===== src/rtl/vending_machine_n.sv =====
// Parameterised N-item vending machine: coin credit, vend handshake and greedy change return.
// Define VM_STOCK_EN to build per-item stock counters with restock; otherwise stock is unlimited.
module vending_machine_n #(
    parameter int NUM_ITEMS  = 4,
    parameter int NUM_COINS  = 4,
    parameter int CREDIT_W   = 7,
    parameter int MAX_CREDIT = 99,
    parameter logic [NUM_ITEMS*CREDIT_W-1:0] ITEM_PRICE = {7'd11, 7'd8, 7'd5, 7'd4},
    parameter logic [NUM_COINS*CREDIT_W-1:0] COIN_VALUE = {7'd50, 7'd10, 7'd5, 7'd1},
    parameter int STOCK_W    = 4,
    parameter int STOCK_INIT = 2
) (
    input  logic                         clk,
    input  logic                         reset,
    input  logic [NUM_COINS-1:0]         coin_in,
    input  logic [NUM_ITEMS-1:0]         buy,
    input  logic                         refund,
    input  logic                         restock,
    output logic                         dispense_valid,
    output logic [$clog2(NUM_ITEMS)-1:0] dispense_item,
    input  logic                         dispense_ready,
    output logic                         change_valid,
    output logic [$clog2(NUM_COINS)-1:0] change_coin,
    input  logic                         change_ready,
    output logic [CREDIT_W-1:0]          credit,
    output logic [NUM_ITEMS-1:0]         avail,
    output logic [NUM_ITEMS-1:0]         sold_out,
    output logic                         busy,
    output logic                         buy_ok,
    output logic                         buy_fail,
    output logic                         coin_reject
);

    localparam int IW = $clog2(NUM_ITEMS);
    localparam int CW = $clog2(NUM_COINS);
    localparam logic [CREDIT_W:0] MAX_SUM = (CREDIT_W+1)'(MAX_CREDIT);

    typedef enum logic [1:0] {
        IDLE,
        VEND,
        CHANGE
    } state_e;

    state_e              state_q, state_d;
    logic [CREDIT_W-1:0] credit_q, credit_d;
    logic [IW-1:0]       item_q, item_d;
    logic                buy_ok_q, buy_ok_d;
    logic                buy_fail_q, buy_fail_d;
    logic                coin_reject_q, coin_reject_d;

    logic [IW-1:0]       sel_item;
    logic [CREDIT_W-1:0] sel_price;
    logic [CREDIT_W-1:0] coin_val;
    logic [CREDIT_W:0]   coin_sum;
    logic                coin_ok;
    logic [CW-1:0]       chg_idx;
    logic [CREDIT_W-1:0] chg_val;
    logic [NUM_ITEMS-1:0] stock_nz;

    function automatic logic [CREDIT_W-1:0] price_of(input int i);
        return ITEM_PRICE[i*CREDIT_W +: CREDIT_W];
    endfunction

    function automatic logic [CREDIT_W-1:0] coin_of(input int i);
        return COIN_VALUE[i*CREDIT_W +: CREDIT_W];
    endfunction

    // Descending scan so the lowest set buy bit is the one left standing.
    always_comb begin
        sel_item = '0;
        for (int i = NUM_ITEMS - 1; i >= 0; i--) begin
            if (buy[i]) sel_item = IW'(i);
        end
    end

    assign sel_price = price_of(int'(sel_item));

    always_comb begin
        coin_val = '0;
        for (int i = 0; i < NUM_COINS; i++) begin
            if (coin_in[i]) coin_val = coin_of(i);
        end
    end

    assign coin_sum = {1'b0, credit_q} + {1'b0, coin_val};
    assign coin_ok  = (state_q == IDLE) && !refund && $onehot(coin_in) && (coin_sum <= MAX_SUM);

    // Coin values ascend, so the last one that fits is the largest coin not exceeding credit.
    always_comb begin
        chg_idx = '0;
        for (int i = 0; i < NUM_COINS; i++) begin
            if (coin_of(i) <= credit_q) chg_idx = CW'(i);
        end
    end

    assign chg_val = coin_of(int'(chg_idx));

`ifdef VM_STOCK_EN
    localparam logic [STOCK_W-1:0] STOCK_RELOAD = STOCK_W'(STOCK_INIT);

    logic [NUM_ITEMS-1:0][STOCK_W-1:0] stock_q, stock_d;

    // Restock is applied last so it overrides a decrement landing on the same edge.
    always_comb begin
        stock_d = stock_q;
        if (state_q == VEND && dispense_ready) begin
            stock_d[item_q] = stock_q[item_q] - STOCK_W'(1);
        end
        if (restock) begin
            for (int i = 0; i < NUM_ITEMS; i++) stock_d[i] = STOCK_RELOAD;
        end
    end

    always_ff @(posedge clk or posedge reset) begin
        if (reset) begin
            for (int i = 0; i < NUM_ITEMS; i++) stock_q[i] <= STOCK_RELOAD;
        end else begin
            stock_q <= stock_d;
        end
    end

    always_comb begin
        for (int i = 0; i < NUM_ITEMS; i++) begin
            stock_nz[i] = (stock_q[i] != '0);
            sold_out[i] = (stock_q[i] == '0);
        end
    end
`else
    logic unused_restock;

    assign unused_restock = restock;
    assign stock_nz       = '1;
    assign sold_out       = '0;
`endif

    always_comb begin
        for (int i = 0; i < NUM_ITEMS; i++) begin
            avail[i] = (state_q == IDLE) && (credit_q >= price_of(i)) && stock_nz[i];
        end
    end

    // A coin is accepted independently of the buy outcome; only a successful buy debits credit.
    always_comb begin
        state_d       = state_q;
        credit_d      = credit_q;
        item_d        = item_q;
        buy_ok_d      = 1'b0;
        buy_fail_d    = 1'b0;
        coin_reject_d = (coin_in != '0) && !coin_ok;

        unique case (state_q)
            IDLE: begin
                if (coin_ok) credit_d = credit_q + coin_val;
                if (refund) begin
                    if (credit_q != '0) state_d = CHANGE;
                end else if (buy != '0) begin
                    if (credit_q >= sel_price && stock_nz[sel_item]) begin
                        buy_ok_d = 1'b1;
                        item_d   = sel_item;
                        state_d  = VEND;
                        credit_d = credit_q - sel_price + (coin_ok ? coin_val : '0);
                    end else begin
                        buy_fail_d = 1'b1;
                    end
                end
            end
            VEND: begin
                if (dispense_ready) state_d = IDLE;
            end
            CHANGE: begin
                if (change_ready) begin
                    credit_d = credit_q - chg_val;
                    if (credit_q == chg_val) state_d = IDLE;
                end
            end
            default: state_d = IDLE;
        endcase
    end

    always_ff @(posedge clk or posedge reset) begin
        if (reset) begin
            state_q       <= IDLE;
            credit_q      <= '0;
            item_q        <= '0;
            buy_ok_q      <= 1'b0;
            buy_fail_q    <= 1'b0;
            coin_reject_q <= 1'b0;
        end else begin
            state_q       <= state_d;
            credit_q      <= credit_d;
            item_q        <= item_d;
            buy_ok_q      <= buy_ok_d;
            buy_fail_q    <= buy_fail_d;
            coin_reject_q <= coin_reject_d;
        end
    end

    assign dispense_valid = (state_q == VEND);
    assign dispense_item  = item_q;
    assign change_valid   = (state_q == CHANGE);
    assign change_coin    = change_valid ? chg_idx : '0;
    assign credit         = credit_q;
    assign busy           = (state_q != IDLE);
    assign buy_ok         = buy_ok_q;
    assign buy_fail       = buy_fail_q;
    assign coin_reject    = coin_reject_q;

endmodule


===== config.mk =====
export PLATFORM = sky130hd
export DESIGN_NAME = vending_machine_n
export DESIGN_NICKNAME = d
export VERILOG_FILES = /design/src/rtl/vending_machine_n.sv
export SDC_FILE = /design/constraint.sdc
export NUM_CORES = 1
export LEC_CHECK = 0
export BUFFER_PORTS_ARGS = -buffer_cell sky130_fd_sc_hd__buf_2
export CAP_MARGIN = 25
export CORE_MARGIN = 4
export CORE_UTILIZATION = 55
export DETAILED_ROUTE_END_ITERATION = 16
export GPL_ROUTABILITY_DRIVEN = 0
export HOLD_SLACK_MARGIN = 0.08
export PLACE_DENSITY = 0.79
export SETUP_SLACK_MARGIN = 0.15
export SYNTH_ARGS = -nofsm -noshare
export SYNTH_HDL_FRONTEND = slang
export SYNTH_SLANG_ARGS = --single-unit

===== constraint.sdc =====
create_clock -name clk -period 5.1 [get_ports clk]
set_input_delay 1.02 -clock clk [delete_from_list [all_inputs] [get_ports clk]]
set_output_delay 1.02 -clock clk [all_outputs]
set_load 0.005 [all_outputs]

# Yosys cells after proc, flatten, opt, wreduce, memory -nomap -nowiden
# Cells that the tools add are included.
[word_totals]
regBits = 14
output_inout_bits = 25
inputBits = 14
word_cells = 96
[classes]
muxes = 37
n_mul = 2
n_bitwise = 1
eq_ne = 10
order_cmp = 10
n_shift = 2
n_reduce_logical = 20
addsub = 8
[ops]
columns = ["op", "n"]
rows = [
  ["$mux W7", 9],
  ["$shiftx A28 B6 Y7 const A", 2],
  ["$mux W2", 14],
  ["$add A7 B7 Y7", 2],
  ["$ge A7 B3 Y1 const B", 2],
  ["$ge A7 B4 Y1 const B", 2],
  ["$pmux W7 S2", 1],
  ["$sub A7 B7 Y7", 2],
  ["$mux W1", 11],
  ["$mul A2 B3 Y5 const B", 2],
  ["$logic_and A1 B1 Y1", 9],
  ["$ne A3 B2 Y1 const B", 3],
  ["$add A7 B7 Y8", 1],
  ["$le A8 B7 Y1 const B", 1],
  ["$reduce_bool A4 Y1", 2],
  ["$eq A7 B7 Y1", 1],
  ["$ge A7 B7 Y1", 1],
  ["$le A3 B7 Y1 const A", 1],
  ["$le A4 B7 Y1 const A", 1],
  ["$le A6 B7 Y1 const A", 1],
  ["$reduce_bool A7 Y1", 1],
  ["$ne A2 B1 Y1 const B", 3],
  ["$pmux W2 S3", 1],
  ["$reduce_and A6 Y1", 1],
  ["other kinds (13)", 16],
]

# Depth between registers and ports, before layout
# Gate-level depths: netlist of run 1.
[logic_depth]
word_depth = 13
ltp_mapped = 23
mapped_depth_nobuf = 22

# Worst setup path after synthesis of run 1
# No wires, ideal clock.
[synth_path]
kind = "in2reg"
startpoint = "in coin_in[1]"
endpoint = "reg credit_q[6] (netlist: credit[6])"
arrival_time_ps = 5279
n_path_buf = 1
path_stages = 22
slack_ps = -317
path_cell_list = "inv_1 -> ha_1 -> nor2_1 -> ha_1 -> fa_1 -> a211oi_1 -> o21bai_1 -> a21oi_1 -> xnor2_1 -> a21oi_2 -> buf_4 -> nand2_1 -> fa_1 -> inv_1 -> fa_1 -> a21o_1 -> a21oi_1 -> o21bai_1 -> a21oi_1 -> xnor2_1 -> nor2_1 -> or4b_1"
[synth_via]
elab_chain_len = 12
word_cells_on_any_way = 18
classes_between = "5 x add/sub; 1 x order compare; 1 x eq/ne; 9 x mux; 2 x reduce/logical"
[synth_rtl]
columns = ["item", "line_no", "source"]
rows = [
  ["start: declaration", "15", "input logic [NUM_COINS-1:0] coin_in,"],
  ["$mux W7 (3 in a row)", "81", "if (coin_in[i]) coin_val = coin_of(i);"],
  ["$add A7 B7 Y8", "85", "assign coin_sum = {1'b0, credit_q} + {1'b0, coin_val};"],
  ["$le A8 B7 Y1", "86", "assign coin_ok = (state_q == IDLE) && !refund && $onehot(coin_in) && (coin_sum <= MAX_SUM);"],
  ["$logic_and A1 B1 Y1", "86", ""],
  ["$mux W7", "161", "credit_d = credit_q - sel_price + (coin_ok ? coin_val : '0);"],
  ["$add A7 B7 Y7", "161", ""],
  ["$mux W7", "157", "if (credit_q >= sel_price && stock_nz[sel_item]) begin"],
  ["$mux W7", "156", "end else if (buy != '0) begin"],
  ["$mux W7 *", "154", "if (refund) begin"],
  ["$pmux W7 S2 *", "151", "unique case (state_q)"],
  ["end signal: assignment", "190", "credit_q <= credit_d;"],
  ["end: declaration", "45", "logic [CREDIT_W-1:0] credit_q, credit_d;"],
]
# Mark *: on every way between the ends. The rest lies on a longest branch, timed or not.
# A chain may end at the register's enable or synchronous reset.

# Final worst setup path of run 1
# Ends and elaborated chain as after synthesis.

==> metrics.md, run 1 <==
| Metric | Value |
|---|---|
| M2 GR Usage | 53.78% |
| Crit-path leading delay family | buffers and inverters |
| Post-route ant nets | 0 |
| Commonest non-fill, non-tap cell in the layout | buf_4 |
| Launch point of the worst reg-to-reg path | credit[0]$_DFFE_PP0P_ |
| Placed insts | 390 |
| TritonCTS buffer count | 3 |
| Core area | 3771 µm² |
| Wire length per cell | 17.79 µm |
| Violated checks | setup timing |
| Hold path depth | 2 |
| First-pass GRT wire length | 12060 µm |
| Mean Syn Cell Area | 7.735 µm² |
| Clock root buffer | clkbuf_8 |
| GRT busiest layer | met2 |
| Hold crit path type | reg -> reg |
| Pre-CTS WS | -0.3421 ns |
| CP max stage delay | 0.53 ns |
| Die Area | 5101 µm² |
| Most frequent cells in the layout | 53 x buf_4, 31 x buf_2, 30 x inv_1 |
| H-tree depth | 1 |
| Critical Path End Type | flip-flop |
| Clk slew on worst S/H paths | 0.07 ns |
| # fillers | 264 |
| Leak pwr | 1.464 nW |
| MaxCap Viol Count | 0 |
| Worst r2r dst | credit[6]$_DFFE_PP0P_ |
| Fin. Hold Viols | 0 |
| R2r worst-path depth | 24 |
| Clock Skews | 0.002421 ns |
| Layout cells sized above 1 | 35.33% |
| Post-synth EDFFs | 0 |
| Drt pass-1 iters | 8 |
| Outcome | finished with violations |
| Starting Density | 58.66% |
| Area of the multi-input gates | 1797 µm² |
| # hold bufs at CTS | 0 |
| Post-synthesis sequential area ratio | 15.84% |
| Worst R2R Setup Slack | 0.41 ns |
| Slew HR | 57.65% |
| FF+latch area | 350.3 µm² |
| Gr ovfl total | 0 |
| GRT Overall Usage | 29.41% |
| Maximum VDD drop | 0.5174 mV |
| Pint | 1.133 mW |
| Yosys warns | 0 |
| Finished Layout Cells | 416 |
| Clk_lat worst skew | 0.25 ns |
| Clock power share | 4.5% |
| Post-synth top flop | dfrtp_1 |
| Max-slew violation count | 0 |
| CTS tree | yes |
| Row cnt | 22 |
| Vias in the first global route | 2505 |
| Fin crit share | 101.6% |
| Tmin final | 5.183 ns |
| CP startpoint | coin_in[1] |
| Post-Syn Instances | 286 |
| IO Port Bufs | 33 |
| Pwr per Cell Area | 734.4 nW/µm² |
| Worst Max-Slew Pin Slew | 0.6345 ns |
| Sequential Power Share | 10.1% |
| Power Total | 2.184 mW |
| Iteration-0 DRC Markers | 257 |
| Synthesized cell area | 2212 µm² |
| RSZ-0062 raised after global routing | yes |
| Crit path setup slack, layout | -0.08317 ns |
| Critical-path top delay cell | or4b_1 |
| Largest net degree at the start of global routing | 15 |
| Setup Viol. Count Final | 1 |
| Via density | 6.185 |
| DPL Wire Length | 5185 µm |
| Ys async rst share | 100.0% |
| Worst-case clock buffer depth | 2 |
| Distinct cells, synth | 60 |
| DRC viols | 0 |
| Setup CP Type | in -> reg |
| N_diodes | 0 |
| Setup_tns | -0.08317 ns |
| Count of buffer and inverter cells on the critical path | 17 |
| M3 GR Usage | 4.488% |
| Die Ht | 71.42 µm |
| Chip width | 71.42 µm |
| Worst path most repeated cell | buf_4 |
| Fmax | 192.9 MHz |
| Min-delay src | dispense_item[1]$_DFFE_PP0P_ |
| Met1 GRT Util | 34.31% |
| Critical path arrival | 5.31 ns |
| Synthesized flop and latch total | 14 |
| Worst Path Max Fanout | 3 |
| Comb pwr share | 85.4% |
| Net count, final | 419 |
| # clock sinks | 14 |
| Hold endpoint | dispense_item[1]$_DFFE_PP0P_ |
| Ports | 39 |
| Area Overhead vs Synth | 34.45% |
| Initial antenna violation count | 0 |
| CP Launch Type | input port |
| WP data required | 5.23 ns |
| Sw frac | 48.14% |
| Psw | 1.052 mW |
| Vias post-DR | 2573 |
| WL final | 7401 µm |
## tightest hold or removal path: stages (launching register included)
cell     delay, ns
dfrtp_1       0.35
nand2_1       0.05
o21ai_0       0.07
## layer usage
metal | up-vias | share of wire, %
li1 | 1177 | -
met4 | 0 | 4.4
met2 | 162 | 49
met3 | 38 | 9.6
met1 | 1196 | 37
met5 | - | 0
## synthesized netlist by cell type (4+ instances only)
cell      count  share of area (%)
nand3_1       4               0.91
nand2b_1      4                1.1
nor3_1        6                1.4
nor2_1       28                4.8
a31oi_1       6                1.7
inv_1        34                5.8
dfrtp_1      14                 16
xnor2_1       9                3.6
o21ai_0      16                3.6
fa_1          7                6.3
nor4_1        6                1.7
buf_4         5                1.7
a21o_1        4                1.4
o21bai_1      6                2.0
ha_1         28                 16
a21oi_1      23                5.2
and2_1        5                1.4
nand2_1      17                2.9
## area by class of cell
class / instances / share of cell area, %
Multi-Input combinational cell: 229 / 60.41
Timing Repair Buffer: 87 / 19.73
Sequential cell: 14 / 11.78
Inverter: 35 / 4.670
Tap cell: 48 / 2.019
Clock buffer: 3 / 1.388
## registers in the layout, summed over array words and instances (netlist names)
signal / count
buy_ok: 1
credit: 7
coin_reject: 1
state_q: 2
dispense_item: 2
buy_fail: 1
## what timing repair did
action                     CTS  global route
setup endpoints to repair    2             4
setup buffers               21             2
resized for setup           10            12
pin swaps                   16            13
## power by group through the flow
stage | clock network (mW) | logic (mW) | registers, mW
after floorplan | 0 | 1.04 | 0.221
after global placement | 0 | 1.44 | 0.211
after detailed placement | 0 | 1.50 | 0.214
after CTS | 0.0970 | 1.71 | 0.214
after global routing | 0.104 | 2.02 | 0.228
final | 0.0993 | 1.86 | 0.220
## per-stage QoR
| stage | hold WS (ns) | util (%) | cell area (µm²) |
|---|---|---|---|
| after global placement | 0.4659 | 70.64 | 2664 |
| after CTS | 0.5013 | 77.04 | 2905 |
| after global routing | 0.5295 | 78.87 | 2974 |
| final | 0.5021 | 78.87 | 2974 |
| after detailed placement | 0.4873 | 70.64 | 2664 |
| after floorplan | 0.4733 | - | 2292 |
## cells by family (layout without fill, tap and decap cells)
| group | count (synthesis) | in the layout | share of synthesized area [%] |
|---|---|---|---|
| buffers and inverters | 46 | 125 | 9.672 |
| multiplexers | 4 | 4 | 1.867 |
| adder cells (fa/ha/maj) | 35 | 35 | 22.17 |
| AND/OR/NAND/NOR | 91 | 91 | 21.04 |
| flip-flops | 14 | 14 | 15.84 |
| XOR/XNOR | 10 | 10 | 3.960 |
| AO/OA/AOI/OAI | 85 | 85 | 25.28 |
| other | 1 | 4 | 0.1695 |
## worst max path at each step
stage                                  to  slack, ns  cells after the start
floorplan           credit[6]$_DFFE_PP0P_       0.07                     21
global placement    credit[6]$_DFFE_PP0P_      -0.18                     22
detailed placement  credit[6]$_DFFE_PP0P_      -0.34                     22
CTS                 credit[6]$_DFFE_PP0P_      -0.02                     22
global route        credit[6]$_DFFE_PP0P_      -0.24                     23
finish              credit[6]$_DFFE_PP0P_      -0.08                     28
No activity file was read; power rests on OpenSTA's default activity.
==> run 2, diff against run 1 <==
--- a/config.mk
+++ b/config.mk
@@ -13,2 +13,3 @@
 export GPL_ROUTABILITY_DRIVEN = 0
+export GPL_TIMING_DRIVEN = 0
 export HOLD_SLACK_MARGIN = 0.08
==> constraint.sdc (replaced) <==
create_clock -name clk -period 5.1 [get_ports clk]
set_input_delay 1.275 -clock clk [delete_from_list [all_inputs] [get_ports clk]]
set_output_delay 1.275 -clock clk [all_outputs]
set_load 0.005 [all_outputs]
==> run 2 against run 1 <==
Compared with the run above: the run still ends with setup timing left; via count is 5.2% lower; die area unchanged; register-to-register slack lost 0.03 ns; critical path type unchanged.
==> metrics.md, run 2 (synthesis results as in run 1) <==
| Metric | Value |
|---|---|
| Clock power share | 4.9% |
| Clock Skews | 0.004605 ns |
| Crit path setup slack, layout | -0.3033 ns |
| RSZ-0062 raised after global routing | yes |
| Clk_lat worst skew | 0.25 ns |
| H-tree depth | 1 |
| Clk slew on worst S/H paths | 0.07 ns |
| Iteration-0 DRC Markers | 277 |
| Sequential Power Share | 12.7% |
| Ports | 39 |
| Largest net degree at the start of global routing | 15 |
| Leak pwr | 1.378 nW |
| Finished Layout Cells | 395 |
| Psw | 1.003 mW |
| Slew HR | 57.98% |
| Fin. Hold Viols | 0 |
| Initial antenna violation count | 0 |
| Core area | 3771 µm² |
| GRT Overall Usage | 25.49% |
| Critical Path End Type | flip-flop |
| DPL Wire Length | 4709 µm |
| Die Area | 5101 µm² |
| Most frequent cells in the layout | 30 x inv_1, 28 x buf_2, 26 x buf_4 |
| Vias post-DR | 2440 |
| # fillers | 280 |
| Worst Path Max Fanout | 6 |
| WL final | 6807 µm |
| N_diodes | 0 |
| Worst Max-Slew Pin Slew | 0.6296 ns |
| Setup CP Type | in -> reg |
| Pint | 0.9940 mW |
| Outcome | finished with violations |
| Starting Density | 58.66% |
| Via density | 6.177 |
| Gr ovfl total | 0 |
| Hold crit path type | reg -> reg |
| MaxCap Viol Count | 0 |
| # clock sinks | 14 |
| Area Overhead vs Synth | 31.73% |
| Chip width | 71.42 µm |
| Comb pwr share | 82.4% |
| Net count, final | 398 |
| Vias in the first global route | 2302 |
| Row cnt | 22 |
| Clock root buffer | clkbuf_8 |
| WP data required | 5.22 ns |
| Maximum VDD drop | 0.4513 mV |
| Die Ht | 71.42 µm |
| Worst-case clock buffer depth | 2 |
| Drt pass-1 iters | 5 |
| Number of flip-flops in the largest register | 7 |
| CP Launch Type | input port |
| # hold bufs at CTS | 0 |
| Fin crit share | 105.9% |
| Power Total | 1.997 mW |
| Layout cells sized above 1 | 32.28% |
| IO Port Bufs | 32 |
| Placed insts | 369 |
| Pwr per Cell Area | 685.4 nW/µm² |
| Commonest non-fill, non-tap cell in the layout | inv_1 |
| DRC viols | 0 |
| TritonCTS buffer count | 3 |
| Wire length per cell | 17.23 µm |
| Fmax | 185.1 MHz |
| Post-route ant nets | 0 |
| Tmin final | 5.403 ns |
| First-pass GRT wire length | 10520 µm |
| Setup_tns | -0.3033 ns |
| Worst R2R Setup Slack | 0.38 ns |
| Final instance area | 2914 µm² |
| Dpl cell area | 2512 µm² |
| Critical path arrival | 5.53 ns |
| Sw frac | 50.23% |
| CTS tree | yes |
| Max-slew violation count | 0 |
| Violated checks | setup timing |
| Setup Viol. Count Final | 1 |
## run 2: layer usage
layer | track usage (%) | vias up | routed length, µm
met4 | 11.27 | 0 | 280
met5 | 0 | - | 0
met2 | 44.69 | 131 | 3284
met1 | 31.33 | 1140 | 2667
li1 | - | 1130 | -
met3 | 2.665 | 39 | 575
## run 2: worst max-delay path, cell delays in order
cell,delay (ns)
buf_8,0.10
inv_6,0.05
ha_4,0.14
nor2_4,0.05
ha_4,0.16
fa_2,0.37
and2_4,0.16
a22oi_2,0.22
buf_4,0.16
o31ai_4,0.06
a221oi_4,0.30
a21oi_4,0.10
buf_6,0.15
and2_4,0.13
fa_1,0.52
ha_4,0.22
a21o_1,0.18
a21oi_2,0.16
o21bai_1,0.09
a21oi_1,0.16
xnor2_1,0.14
nor2_1,0.08
or4b_4,0.52
## run 2: power groups by stage
stage | combinational (mW) | sequential (mW) | clock (mW)
6_report | 1.65 | 0.253 | 0.0975
5_1_grt | 1.80 | 0.256 | 0.101
4_1_cts | 1.43 | 0.247 | 0.0959
3_5_place_dp | 1.34 | 0.246 | 0
3_3_place_gp | 1.30 | 0.245 | 0
2_1_floorplan | 1.04 | 0.221 | 0
## run 2: final timing paths
path	start	end	depth (start not counted)
setup / recovery	coin_in[1]	credit[6]$_DFFE_PP0P_	23
max in group asynchronous	reset	coin_reject$_DFF_PP0_	2
hold / removal	dispense_item[1]$_DFFE_PP0P_	dispense_item[1]$_DFFE_PP0P_	2
setup reg to reg	credit[1]$_DFFE_PP0P_	credit[6]$_DFFE_PP0P_	18
hold reg to reg	dispense_item[1]$_DFFE_PP0P_	dispense_item[1]$_DFFE_PP0P_	2
min in group asynchronous	reset	credit[1]$_DFFE_PP0P_	2
## run 2: layout make-up
class / count / area [µm²] / share of cell area (%)
plain buffers: 11 / 86.33 / 2.963
repair buffers: 55 / 365.4 / 12.54
inverters: 35 / 141.4 / 4.852
clock buffers: 3 / 41.29 / 1.417
well taps: 48 / 60.06 / 2.061
flip-flops and latches: 14 / 350.3 / 12.02
multi-input cells: 229 / 1869 / 64.15
## run 2: stage by stage
stage                     hold slack [ns]  setup WS (ns)  utilization, %
after floorplan                    0.4733        -0.1811               -
after global placement             0.4711        -0.8565           66.62
after detailed placement           0.4930        -0.9399           66.62
after global routing               0.5346        -0.5091           77.27
final                              0.5128        -0.3033           77.27
after CTS                          0.5065        -0.2645           72.66
## run 2: repair_timing
| action | CTS | global route |
|---|---|---|
| setup buffers | 14 | 9 |
| endpoints found under the setup margin | 4 | 4 |
| pin swaps | 21 | 18 |
| endpoints found under the hold margin | 0 | 0 |
| gates resized for setup | 20 | 18 |
==> run 3, diff against run 2 <==
CORE_UTILIZATION = 57   (was 55)
PLACE_DENSITY = 0.81   (was 0.79)
==> run 3 against run 2 <==
Compared with the run above: the run still ends with setup timing left; maximum frequency is 0.26% higher; clock skew is 0.0033 ns lower; global-route usage grew 0.18 points; register-to-register slack worse by 0.02 ns; hold slack got worse by 0.023 ns; sequential share of layout area is 0.082 points lower; die area fell by 3.1%; routed wire length fell by 0.25%; critical endpoint unchanged.
==> metrics.md, run 3 (synthesis results as in run 1) <==
| Metric | Value |
|---|---|
| Outcome | finished with violations |
| Violated checks | setup timing |
| Net count, final | 397 |
| Vias post-DR | 2433 |
| Setup Viol. Count Final | 3 |
| WP data required | 5.22 ns |
| H-tree depth | 1 |
| Crit path setup slack, layout | -0.2893 ns |
| Iteration-0 DRC Markers | 265 |
| Worst-case clock buffer depth | 2 |
| DPL Wire Length | 4485 µm |
| Clk_lat worst skew | 0.25 ns |
| Chip width | 70.30 µm |
| Slew HR | 58.14% |
| Wire length per cell | 17.23 µm |
| Pwr per Cell Area | 682.5 nW/µm² |
| Number of flip-flops in the largest register | 7 |
| # hold bufs at CTS | 0 |
| Worst Path Max Fanout | 5 |
| Gr ovfl total | 0 |
| Minimum hold slack | 0.4894 ns |
| N_diodes | 0 |
| Via density | 6.175 |
| Commonest non-fill, non-tap cell in the layout | buf_2 |
| WL final | 6790 µm |
| Clk slew on worst S/H paths | 0.07 ns |
| Worst Max-Slew Pin Slew | 0.6272 ns |
| Vias in the first global route | 2237 |
| Die Ht | 70.30 µm |
| Row cnt | 22 |
| TritonCTS buffer count | 3 |
| Final instance area | 2934 µm² |
| Layout cells sized above 1 | 32.66% |
| MaxCap Viol Count | 0 |
| Critical path arrival | 5.51 ns |
| Fmax | 185.6 MHz |
| Dpl cell area | 2512 µm² |
| Critical Path End Type | flip-flop |
| Leak pwr | 1.371 nW |
| Largest net degree at the start of global routing | 15 |
| Die Area | 4941 µm² |
| Clock Skews | 0.001302 ns |
| Starting Density | 59.53% |
| Tmin final | 5.389 ns |
| DRC viols | 0 |
| IO Port Bufs | 32 |
| Fin crit share | 105.7% |
| Post-route ant nets | 0 |
| Maximum VDD drop | 0.4906 mV |
| Ports | 39 |
| GRT Overall Usage | 25.66% |
| RSZ-0062 raised after global routing | yes |
| Pre-CTS WS | -0.9297 ns |
| # clock sinks | 14 |
| Most frequent cells in the layout | 29 x buf_2, 28 x inv_1, 25 x nor2_1 |
| First-pass GRT wire length | 10390 µm |
| Setup CP Type | in -> reg |
| Drt pass-1 iters | 5 |
| Fin. Hold Viols | 0 |
| Layout Utilization | 78.96% |
| Initial antenna violation count | 0 |
| Core area | 3716 µm² |
| Max-slew violation count | 0 |
| Power Total | 2.003 mW |
| Clock root buffer | clkbuf_8 |
| CP Launch Type | input port |
| CTS tree | yes |
| Area Overhead vs Synth | 32.64% |
| Hold crit path type | reg -> reg |
run 3: cell count changes in the layout (fill, tap and decap cells not counted), moves of 2 or more:
cell | before | now
ha_1 | 22 | 19
ha_4 | 4 | 6
buf_4 | 26 | 22
inv_2 | 1 | 3
xnor2_2 | 1 | 3
inv_1 | 30 | 28
run 3: path summary, 6_finish.rpt:
| check | from | endpoint | slack [ns] | cells past startpoint |
|---|---|---|---|---|
| max in group asynchronous | reset | credit[0]$_DFFE_PP0P_ | 3.61 | 2 |
| worst min register to register | dispense_item[1]$_DFFE_PP0P_ | dispense_item[1]$_DFFE_PP0P_ | 0.49 | 2 |
| worst max register to register | credit[4]$_DFFE_PP0P_ | credit[6]$_DFFE_PP0P_ | 0.36 | 19 |
| worst max-delay path | coin_in[0] | credit[6]$_DFFE_PP0P_ | -0.29 | 22 |
| worst min-delay path | dispense_item[1]$_DFFE_PP0P_ | dispense_item[1]$_DFFE_PP0P_ | 0.49 | 2 |
| min in group asynchronous | reset | credit[5]$_DFFE_PP0P_ | 1.09 | 2 |
run 3: worst max-delay path, stage by stage:
cell and delay, ns:
buf_8 0.10, inv_6 0.05, ha_4 0.14, nor2_4 0.05, ha_4 0.16, fa_2 0.37, and2_4 0.16, a22oi_2 0.27
o21ai_2 0.12, a221oi_4 0.36, a21oi_4 0.11, buf_6 0.14, and2_4 0.13, fa_1 0.52, ha_4 0.21, a21o_1 0.18
a21oi_2 0.13, o21bai_1 0.10, a21oi_1 0.16, xnor2_1 0.14, nor2_1 0.07, or4b_1 0.55
run 3: area by class of cell:
cell class              instances  area [µm²]
fillers                       269       782.0
well taps                      48       60.06
repair buffers                 54       375.4
flip-flops and latches         14       350.3
multi-input cells             229        1877
inverters                      35       143.9
plain buffers                  11       86.33
clock buffers                   3       41.29
run 3: stage by stage:
stage | instances | TNS, ns
global placement | 369 | -2.161
detailed placement | 369 | -2.473
CTS | 382 | -0.1839
finish | 394 | -0.6695
floorplan | 289 | -0.1811
global route | 394 | -1.232
run 3: per-layer routing:
| metal | vias up | GRT usage (%) | wire length, µm |
|---|---|---|---|
| li1 | 1134 | - | - |
| met1 | 1111 | 33.51 | 2582 |
| met2 | 155 | 43.14 | 3305 |
| met3 | 33 | 2.302 | 622 |
| met4 | 0 | 10.43 | 278 |
| met5 | - | 0 | 0 |
run 3: what timing repair did:
action                     in CTS  in global routing
gates resized for setup        17                 28
pin swaps                      17                 22
setup endpoints to repair       4                  4
setup buffers                  10                 12
run 3: power by group:
part	internal [mW]	leakage, nW	switching [mW]
Combinational	0.784	1.18	0.866
Clock	0.0526	0.0216	0.0475
Sequential	0.154	0.169	0.0981
